### src/rtl/snes_controller_reader.sv
// SNES gamepad serial reader: drives latch/clock at a fixed poll rate,
// shifts in the 16-bit word and publishes registered active-low buttons.
//
// Ports:
//   CLK, RST_N         clock, async active-low reset
//   SNES_DATA          serial data from pad (async, active-low)
//   SNES_LATCH         latch pulse to pad
//   SNES_CLK           data clock to pad, idles high
//   B..R               12 button levels, 0 = pressed
//   VALID              last frame carried ID nibble 4'b1111
//   FRAME_DONE         one-cycle pulse when buttons update
module snes_controller_reader #(
  parameter int HALF_CYCLES = 300,
  parameter int POLL_CYCLES = 833333
) (
  input  logic CLK,
  input  logic RST_N,
  input  logic SNES_DATA,
  output logic SNES_LATCH,
  output logic SNES_CLK,
  output logic B,
  output logic Y,
  output logic Select,
  output logic Start,
  output logic Up,
  output logic Down,
  output logic Left,
  output logic Right,
  output logic A,
  output logic X,
  output logic L,
  output logic R,
  output logic VALID,
  output logic FRAME_DONE
);

  localparam int PW =
    (POLL_CYCLES > 1) ? $clog2(POLL_CYCLES) : 1;
  localparam int TW =
    (2 * HALF_CYCLES > 1) ? $clog2(2 * HALF_CYCLES) : 1;

  localparam logic [PW-1:0] POLL_LAST =
    PW'(POLL_CYCLES - 1);
  localparam logic [TW-1:0] HALF_LAST =
    TW'(HALF_CYCLES - 1);
  localparam logic [TW-1:0] LATCH_LAST =
    TW'(2 * HALF_CYCLES - 1);

  typedef enum logic [2:0] {
    IDLE,
    LATCH,
    CLK_LOW,
    CLK_HIGH,
    UPDATE
  } state_t;

  state_t          state;
  state_t          state_n;
  logic [PW-1:0]   poll_cnt;
  logic [TW-1:0]   timer;
  logic [TW-1:0]   timer_n;
  logic [3:0]      idx;
  logic [3:0]      idx_n;
  logic            data_s1;
  logic            data_s2;
  logic [15:0]     shift;
  logic [11:0]     btn;
  logic            wrap;
  logic            capture;

  assign wrap = (poll_cnt == POLL_LAST);

  // timer counts cycles spent in the current state
  always_comb begin
    state_n = state;
    timer_n = timer + 1'b1;
    idx_n   = idx;
    capture = 1'b0;
    unique case (state)
      IDLE: begin
        timer_n = '0;
        if (wrap) state_n = LATCH;
      end
      LATCH: begin
        if (timer == LATCH_LAST) begin
          state_n = CLK_LOW;
          timer_n = '0;
          idx_n   = '0;
        end
      end
      CLK_LOW: begin
        if (timer == HALF_LAST) begin
          capture = 1'b1;
          state_n = CLK_HIGH;
          timer_n = '0;
        end
      end
      CLK_HIGH: begin
        if (timer == HALF_LAST) begin
          timer_n = '0;
          if (idx == 4'd15) begin
            state_n = UPDATE;
          end else begin
            idx_n   = idx + 1'b1;
            state_n = CLK_LOW;
          end
        end
      end
      UPDATE: begin
        timer_n = '0;
        state_n = IDLE;
      end
      default: begin
        timer_n = '0;
        state_n = IDLE;
      end
    endcase
  end

  always_ff @(posedge CLK or negedge RST_N) begin
    if (!RST_N) begin
      state    <= IDLE;
      timer    <= '0;
      idx      <= '0;
      poll_cnt <= '0;
      data_s1  <= 1'b1;
      data_s2  <= 1'b1;
    end else begin
      state    <= state_n;
      timer    <= timer_n;
      idx      <= idx_n;
      poll_cnt <= wrap ? '0 : poll_cnt + 1'b1;
      data_s1  <= SNES_DATA;
      data_s2  <= data_s1;
    end
  end

  // pad outputs registered from next state so they
  // change on the same edge as the state itself
  always_ff @(posedge CLK or negedge RST_N) begin
    if (!RST_N) begin
      SNES_LATCH <= 1'b0;
      SNES_CLK   <= 1'b1;
    end else begin
      SNES_LATCH <= (state_n == LATCH);
      SNES_CLK   <= (state_n != CLK_LOW);
    end
  end

  always_ff @(posedge CLK or negedge RST_N) begin
    if (!RST_N) begin
      shift      <= '1;
      btn        <= '1;
      VALID      <= 1'b0;
      FRAME_DONE <= 1'b0;
    end else begin
      if (capture) shift[idx] <= data_s2;
      FRAME_DONE <= (state == UPDATE);
      if (state == UPDATE) begin
        // a missing pad or stuck-low line fails the ID nibble
        if (&shift[15:12]) begin
          btn   <= shift[11:0];
          VALID <= 1'b1;
        end else begin
          btn   <= '1;
          VALID <= 1'b0;
        end
      end
    end
  end

  assign B      = btn[0];
  assign Y      = btn[1];
  assign Select = btn[2];
  assign Start  = btn[3];
  assign Up     = btn[4];
  assign Down   = btn[5];
  assign Left   = btn[6];
  assign Right  = btn[7];
  assign A      = btn[8];
  assign X      = btn[9];
  assign L      = btn[10];
  assign R      = btn[11];

endmodule

### config.mk
export PLATFORM = sky130hd
export DESIGN_NAME = snes_controller_reader
export DESIGN_NICKNAME = d
export VERILOG_FILES = /design/src/rtl/snes_controller_reader.sv
export SDC_FILE = /design/constraint.sdc
export NUM_CORES = 1
export LEC_CHECK = 0
export CORE_ASPECT_RATIO = 0.5
export CORE_MARGIN = 5
export CORE_UTILIZATION = 25
export DETAILED_ROUTE_END_ITERATION = 8
export PLACE_DENSITY_LB_ADDON = 0.3
export SYNTH_ARGS = -nofsm -noshare
export SYNTH_HDL_FRONTEND = slang
export SYNTH_SLANG_ARGS = --single-unit
### constraint.sdc
create_clock -name CLK -period 3.34 [get_ports CLK]
set_input_delay 0.668 -clock CLK [delete_from_list [all_inputs] [get_ports CLK]]
set_output_delay 0.668 -clock CLK [all_outputs]
set_load 0.005 [all_outputs]
==> metrics.txt, run 1 <==
Netlist cell types 46; Pre-antenna DRT Iters 4; area grow syn2layout 20.1%; hold slack 350 ps; Seq/Total Area, Yosys 53.7%; fmax 467 MHz; Die ar. 0.0161 mm2; largest family of logic cells by synthesized area simple AND/OR/NAND/NOR gates; hold crit path type flop to flop; Cells after Synth 303; Yosys reg bits a little over 70; Pins Over Slew Limit 0; Synth warnings 0; Final #Nets roughly 330; final worst slack between 1000 and 1500 ps; Worst-Margin Slew ~900 ps; Pleak 0.00159 uW; dpl hpwl 4.37 mm; Antenna Nets Post-Route 0; DP Cell Count 486; Post-Syn Nets between 300 and 400; Post-synth ARST share 100%; adder-cell share of the synthesized area 2.59%; status finished, final reports clean; final hold violations 0; Crit-path slowest cell and2_1; Synth area leader dfrtp_1; layout cell share with drive strength beyond 1 between 20% and 30%; multiplexer area fraction after synthesis 6.22%; # Post-CTS Setup Buffers 0; CTS tree built; Die Y approximately 90 um; non-filler cells, final 502; largest net degree at the start of global routing 72; CTS Hold Bufs 0; Worst Path Class, Setup flop to flop; Critical Path RT 3530 ps; Root Buffer clkbuf_16; post-synthesis compound-gate area fraction 6.62%; fin crit share 64.1%; core area between 0.01 and 0.015 mm2; CP cell instances or4b_1 -> nor4b_1 -> and2_1 -> nor2_1; Die X 174 um; clock slew at reported path FFs 60 ps; delay-heaviest family, CP simple AND/OR/NAND/NOR gates; initial core utilization 25.2%; DRC viols 0; post_cts resized 0; Peak supply drop ~200 uV; PortBufs 18; unrepaired setup endpoints after global routing no; CP endpoint kind flop; Synth Area in XOR/XNOR 6.22%; gpl congestion 0.729; Num CTS Buffers 9; fin util roughly 30%; first-pass GRT wire length 11.6 mm; WP buf/inv 0; signal arrival time at the worst endpoint 2330 ps; Synth area leaders dfrtp_1 30%, dfstp_2 24%, mux2_2 5.3%; worst-path fanout max 13; post-synthesis average cell area 11.2 um2; final wirelength ~6.7 mm; initial antenna violation count 0; Clock Skews 10.4 ps; Clock Sinks 71; WL/cell 13.4 um; GRT overflow 0; share of Yosys cell area claimed by the top area cell type 29.6%; clk_lat worst skew 340 ps; Ports 19; Final Critical Period 2140 ps; number of global-route vias before repair 2252; H-tree Lvls 3; antenna cells 0; PwrDens 471 mW/mm2; all-layer global routing usage 9.10%; slowest stage delay, CP 530 ps; Post-synth EDFFs 0; Synth Area in Simple Gates 21.9%; Via Count 2259; pre-CTS setup slack ~1200 ps; Final Setup Violations 0; Post-Syn Area 0.00338 mm2; DRT iter0 DRCs 103; number of max-cap violations 0; CP startpoint kind flop; setup TNS 0 ps; clock buffer depth 2; Rows 30; Most used DFF post-synth dfrtp_1; relative slew slack 39.9%; Vias/cell 4.50
==> area by class of cell <==
type / count / area, um2
timing repair buffer: 19 / 185
clock buffer: 9 / 225
multi-input combinational: 210 / 1480
tap: 176 / 220
sequential: 71 / 1820
clock inverter: 7 / 97.6
inverter: 10 / 37.5
fill: 1356 / 9340
==> worst register-to-register path: stages (launching register included) <==
cell     delay [ps]
dfrtp_1         430
or4b_1          520
nor4b_1         410
and2_1          530
nor2_1          110
==> logic make-up (layout without fill, tap and decap cells) <==
logic type      Yosys count  in the layout
compound gates           28             28
mux                      19             19
xor+xnor                 24             24
buf+inv                  22             45
fa+ha+maj                 7              7
simple gates            132            132
flops                    71             71
==> synth_stat cells, types with 3 or more instances <==
cell      count
and3_1        4
ha_1          7
xor2_1        8
mux2i_1       3
nor2_1       40
nor2b_1       4
inv_1        10
o21ai_0       3
dfstp_2      31
nand4b_1      4
nor4bb_1      4
clkbuf_1      9
o22a_1       12
or4_1         3
nand4_1      10
xnor2_1      16
nand2_1      14
nand3_1      17
nor3_1       10
mux2_2       16
nor4_1        6
nand2b_1      3
dfrtp_1      40
==> through the flow <==
step,total power (uW),area [um2]
3_3_place_gp,902,3740
3_5_place_dp,901,3740
2_1_floorplan,881,3380
5_1_grt,1980,4060
6_report,1910,4060
4_1_cts,1940,4060
==> report_power, final <==
group / leakage, uW / switching (uW) / internal [uW]
sequential: 0.000865 / 2.63 / 864
combinational: 0.000569 / 16.2 / 1.86
clock: 0.000152 / 371 / 654
total: 0.00159 / 390 / 1520
==> path summary, 6_finish.rpt <==
path	end	from	depth (start not counted)	slack (ps)
max	poll_cnt[13]$_DFF_PN0_	poll_cnt[6]$_DFF_PN0_	4	1200
min	data_s2$_DFF_PN1_	data_s1$_DFF_PN1_	0	350
max reg2reg	poll_cnt[13]$_DFF_PN0_	poll_cnt[6]$_DFF_PN0_	4	1200
min reg2reg	data_s2$_DFF_PN1_	data_s1$_DFF_PN1_	0	350
max in group asynchronous	state[0]$_DFF_PN0_	RST_N	1	2290
min in group asynchronous	poll_cnt[1]$_DFF_PN0_	RST_N	1	460
==> placed cells by master, fill, tap and decap left out, types with 6 or more instances in the layout <==
cell,count
clkbuf_16,9
clkdlybuf4s50_1,17
dfrtp_1,40
dfstp_2,31
ha_1,7
inv_1,10
mux2_2,16
nand2_1,14
nand3_1,17
nand4_1,10
nor2_1,40
nor3_1,10
nor4_1,6
o22a_1,12
xnor2_1,16
xor2_1,8
==> flip-flops by register name (all words and copies together), names as in the netlist <==
| register | count |
|---|---|
| btn | 12 |
| data_s1 | 1 |
| state | 3 |
| SNES_LATCH | 1 |
| poll_cnt | 20 |
| SNES_CLK | 1 |
| VALID | 1 |
| FRAME_DONE | 1 |
| idx | 4 |
| timer | 10 |
| shift | 16 |
| data_s2 | 1 |
==> layer usage <==
layer  vias up  wire (um)  track usage [%]
met2        30       3120             14.4
met3         7        247             3.01
li1       1124          -                -
met1      1098       3290             11.8
met5         -          0                0
met4         0         72             2.96
Power figures use the tool's default switching activity.
==> run 2: changes to the inputs <==
- clock period: 3.34 -> 2.05 ns (I/O delays scaled with it)
==> metrics.txt, run 2 (same netlist as run 1, synthesis figures left out) <==
clock group share of total power 52.7% (was 53.7%); Ports 19 (unchanged); largest registers poll_cnt: 20 flops, shift: 16 flops, btn: 12 flops (unchanged); Die X 174 um (unchanged); # fillers 1355 (was 1356); PwrDens 725 mW/mm2 (was 471 mW/mm2); design area 0.00423 mm2 (was 0.00406 mm2); unrepaired setup endpoints after global routing no (unchanged); Clock Skews 8.59 ps (was 10.4 ps); layout cell share with drive strength beyond 1 26.5% (was 21.5%); all-layer global routing usage 9.37% (was 9.10%); Vias/cell 4.46 (was 4.50); gpl congestion 0.785 (was 0.729); CTS tree built (unchanged); status finished, final reports clean (unchanged); Num CTS Buffers 9 (unchanged); Clock Sinks 71 (unchanged); number of global-route vias before repair 2441 (was 2252); dpl hpwl 4.76 mm (was 4.37 mm); Via Count 2333 (was 2259); CP startpoint kind flop (unchanged); CTS Hold Bufs 0 (unchanged); DRT iter0 DRCs 105 (was 103); CP endpoint kind flop (unchanged); PortBufs 18 (unchanged); number of max-cap violations 0 (unchanged); fin crit share 92.6% (was 64.1%); Worst-Margin Slew 501 ps (was 902 ps); Pre-antenna DRT Iters 4 (unchanged); WL/cell 13.1 um (was 13.4 um); switch share 20.5% (was 20.4%); most frequent cells in the layout 40 x dfrtp_1, 40 x nor2_1, 31 x dfstp_2 (unchanged); area post-placement 0.00390 mm2 (was 0.00374 mm2); first-pass GRT wire length 12.1 mm (was 11.6 mm); register with the most flip-flops poll_cnt (unchanged); DRC viols 0 (unchanged); Pleak 0.00170 uW (was 0.00159 uW); Logic pwr share 1.2% (was 0.9%); reg-to-reg critical path endpoint poll_cnt[3]$_DFF_PN0_ (was poll_cnt[13]$_DFF_PN0_); Rows 30 (unchanged); worst r2r src poll_cnt[7]$_DFF_PN0_ (was poll_cnt[6]$_DFF_PN0_); worst-path fanout max 13 (unchanged); setup TNS 0 ps (unchanged); Final #Nets 352 (was 331); hold crit path type input pin to asynchronous set/reset pin (was flop to flop); largest net degree at the start of global routing 32 (was 72); Peak supply drop 377 uV (was 200 uV); antenna cells 0 (unchanged); area grow syn2layout 25.0% (was 20.1%); Largest register FFs 20 (unchanged); clock slew at reported path FFs 60 ps (about the same); Final Critical Period 1900 ps (was 2140 ps); Sequential Power Share 46.1% (was 45.4%); hold slack 13.3 ps (was 350 ps); relative slew slack 66.5% (was 39.9%); final wirelength 6.88 mm (was 6.73 mm); signal arrival time at the worst endpoint 2110 ps (was 2330 ps); initial antenna violation count 0 (unchanged); Final Setup Violations 0 (unchanged); core area 0.0134 mm2 (unchanged); Root Buffer clkbuf_16 (unchanged); Critical Path RT 2260 ps (was 3530 ps); final hold violations 0 (unchanged); Pins Over Slew Limit 0 (unchanged); initial core utilization 25.2% (unchanged); Die ar. 0.0161 mm2 (unchanged); sw power 628 uW (was 390 uW); reg2reg path depth 5 (was 4); FF-to-FF setup slack 150 ps (was 1200 ps); Antenna Nets Post-Route 0 (unchanged); Die Y 92.2 um (unchanged); clock buffer depth 2 (unchanged); Pint 2440 uW (was 1520 uW); fmax 527 MHz (was 467 MHz); Worst Path Class, Setup flop to flop (unchanged); GRT overflow 0 (unchanged); H-tree Lvls 3 (unchanged); clk_lat worst skew 330 ps (was 340 ps)
[run 2: how the worst max path moves through the flow]
stage	from	to	slack (ps)	cells after the start
6_report	poll_cnt[7]$_DFF_PN0_	poll_cnt[3]$_DFF_PN0_	150	5
5_1_grt	timer[1]$_DFF_PN0_	idx[3]$_DFFE_PN0P_	20	5
4_1_cts	idx[0]$_DFFE_PN0P_	shift[2]$_DFFE_PN1P_	90	6
3_5_place_dp	idx[0]$_DFFE_PN0P_	shift[2]$_DFFE_PN1P_	100	6
3_3_place_gp	idx[0]$_DFFE_PN0P_	shift[2]$_DFFE_PN1P_	120	6
2_1_floorplan	timer[2]$_DFF_PN0_	idx[3]$_DFFE_PN0P_	260	5
[run 2: worst max-delay path: stages (launching register included)]
cell,delay (ps)
dfrtp_1,410
or4b_1,530
nor4b_1,410
and2_1,180
buf_4,190
nor2_1,70
[run 2: final cells by class]
class | instances | area [um2] | share of cell area, %
flip-flops and latches | 71 | 1820 | 42.9
multi-input cells | 210 | 1480 | 35.1
repair buffers | 40 | 355 | 8.40
clock buffers | 10 | 250 | 5.92
clock inverters | 6 | 66.3 | 1.57
well taps | 176 | 220 | 5.21
inverters | 10 | 37.5 | 0.888
[run 2: power by group through the flow]
stage          clock network (uW)  logic [uW]  registers (uW)
2_1_floorplan                   0        2.04            1430
6_report                     1620        36.2            1410
5_1_grt                      1730        43.7            1410
3_5_place_dp                    0        39.7            1440
4_1_cts                      1680        39.7            1410
3_3_place_gp                    0        39.6            1440
[run 2: routing by layer]
| layer | up-vias | part of all wire (%) | track usage (%) | wire, um |
|---|---|---|---|---|
| li1 | 1167 | - | - | - |
| met1 | 1129 | 50 | 11.7 | 3420 |
| met2 | 26 | 45 | 15.1 | 3110 |
| met3 | 11 | 3.1 | 2.84 | 212 |
| met4 | 0 | 1.9 | 3.95 | 131 |
| met5 | - | 0 | 0 | 0 |
[run 2: through the flow]
stage / total power [uW] / utilization, % / worst slack, ps / std cells
after global placement: 1480 / 29.1 / 119 / 506
after CTS: 3130 / 31.5 / 91.5 / 522
after detailed placement: 1480 / 29.1 / 105 / 506
after global routing: 3180 / 31.6 / 19.5 / 523
final: 3060 / 31.6 / 152 / 523
after floorplan: 1430 / - / 257 / 303
[run 2: what timing repair did]
item	4_1_cts	5_1_grt
setup endpoints to repair	0	1
setup buffers	0	1
gates resized for setup	0	1
==> run 3: changes to the inputs <==
- CORE_UTILIZATION: 25 -> 45
==> metrics.txt, run 3 (same netlist as run 1, synthesis figures left out) <==
PortBufs 18 (unchanged); clock group share of total power 53.5% (was 52.7%); Worst-Margin Slew 489 ps (was 501 ps); Rows 22 (was 30); Via Count 2433 (was 2333); number of global-route vias before repair 2488 (was 2441); Ports 19 (unchanged); Largest register FFs 20 (unchanged); Clock Sinks 71 (unchanged); unrepaired setup endpoints after global routing no (unchanged); initial antenna violation count 0 (unchanged); fin crit share 92.5% (was 92.6%); GRT overflow 0 (unchanged); Pins Over Slew Limit 0 (unchanged); number of max-cap violations 0 (unchanged); Vias/cell 5.49 (was 4.46); final hold violations 0 (unchanged); DP Cell Count 427 (was 506); final wirelength 6.57 mm (was 6.88 mm); Root Buffer clkbuf_16 (unchanged); WL/cell 14.8 um (was 13.1 um); Setup crit start timer[0]$_DFF_PN0_ (was poll_cnt[7]$_DFF_PN0_); largest net degree at the start of global routing 72 (was 32); layout cell share with drive strength beyond 1 26.2% (was 26.5%); Pre-antenna DRT Iters 4 (unchanged); dpl hpwl 4.54 mm (was 4.76 mm); worst r2r src timer[0]$_DFF_PN0_ (was poll_cnt[7]$_DFF_PN0_); sw power 600 uW (was 628 uW); clk_lat worst skew 330 ps (about the same); worst-path fanout max 5 (was 13); status finished, final reports clean (unchanged); CP startpoint kind flop (unchanged); PwrDens 751 mW/mm2 (was 725 mW/mm2); Num CTS Buffers 9 (unchanged); Die ar. 0.00945 mm2 (was 0.0161 mm2); gpl congestion 0.871 (was 0.785); CP endpoint kind flop (unchanged); H-tree Lvls 3 (unchanged); Clock Skews 6.66 ps (was 8.59 ps); Pleak 0.00170 uW (about the same); core area 0.00732 mm2 (was 0.0134 mm2); Sequential Power Share 45.4% (was 46.1%); Worst Path Class, Setup flop to flop (unchanged); Logic pwr share 1.1% (was 1.2%); Final #Nets 352 (unchanged); area grow syn2layout 22.6% (was 25.0%); Critical Path RT 2310 ps (was 2260 ps); Antenna Nets Post-Route 0 (unchanged); Die Y 71.3 um (was 92.2 um); fmax 527 MHz (about the same); switch share 19.3% (was 20.5%); most frequent cells in the layout 40 x dfrtp_1, 40 x nor2_1, 31 x dfstp_2 (unchanged); Peak supply drop 389 uV (was 377 uV); first-pass GRT wire length 11.8 mm (was 12.1 mm); met1 GRT Util 19.6% (was 11.7%); antenna cells 0 (unchanged); all-layer global routing usage 15.6% (was 9.37%); met3 usage 5.89% (was 2.84%); clock slew at reported path FFs 60 ps (about the same); hold crit path type input pin to asynchronous set/reset pin (unchanged); clock buffer depth 2 (unchanged); setup TNS 0 ps (unchanged); relative slew slack 66.9% (was 66.5%); CTS tree built (unchanged); fin util 56.6% (was 31.6%); Final Setup Violations 0 (unchanged); non-filler cells, final 443 (was 523); register with the most flip-flops poll_cnt (unchanged); DRT iter0 DRCs 201 (was 105); signal arrival time at the worst endpoint 2160 ps (was 2110 ps); Final Critical Period 1900 ps (about the same); initial core utilization 46.2% (was 25.2%); busiest grt layer met2 (unchanged); DRC viols 0 (unchanged); met2 usage 25.2% (was 15.1%); Pint 2510 uW (was 2440 uW); largest registers poll_cnt: 20 flops, shift: 16 flops, btn: 12 flops (unchanged); Die X 133 um (was 174 um)
==> run 3: through the flow <==
step	hold slack [ps]	worst slack (ps)	power, uW	instance area [um2]
2_1_floorplan	114	257	1430	3380
3_3_place_gp	347	107	1470	3820
3_5_place_dp	347	88.0	1470	3820
4_1_cts	107	77.8	3160	4140
5_1_grt	131	1.64	3220	4150
6_report	73.7	153	3110	4150
==> run 3: path summary, 6_finish.rpt <==
kind,depth (start not counted),to,slack (ps)
setup / recovery,6,idx[3]$_DFFE_PN0P_,150
hold / removal,2,poll_cnt[10]$_DFF_PN0_,70
setup reg to reg,6,idx[3]$_DFFE_PN0P_,150
hold reg to reg,0,data_s2$_DFF_PN1_,360
max in group asynchronous,2,btn[10]$_DFFE_PN1P_,1610
min in group CLK,0,data_s2$_DFF_PN1_,360
==> run 3: layer usage <==
metal  routed length (um)  part of all wire (%)
met2                 3090                    47
met5                    0                     0
met4                   77                   1.2
met3                  257                   3.9
met1                 3140                    48
==> run 3: repair_timing <==
action                                  4_1_cts  5_1_grt
buffers inserted                              0        0
hold buffers                                  0        0
resized for setup                             0        1
endpoints found under the setup margin        0       14
==> run 3: worst max-delay path: stages, from the launching register on <==
cell and delay [ps]:
dfrtp_1 400, ha_1 240, and3_1 270, buf_4 180, nand4_4 90, or4_1 500
a21boi_1 150
==> run 3: power groups by stage <==
stage          clock network [uW]  registers [uW]  logic, uW
2_1_floorplan                   0            1430       2.04
3_3_place_gp                    0            1440       34.0
3_5_place_dp                    0            1440       35.3
4_1_cts                      1710            1410       35.6
5_1_grt                      1770            1410       40.4
6_report                     1670            1410       33.1
==> run 3: final cells by class <==
cell class	count	area, um2
tap	96	120
multi-input combinational	210	1490
clock inverter	5	81.3
sequential	71	1820
inverter	10	37.5
fill	621	3170
clock buffer	11	243
timing repair buffer	40	365
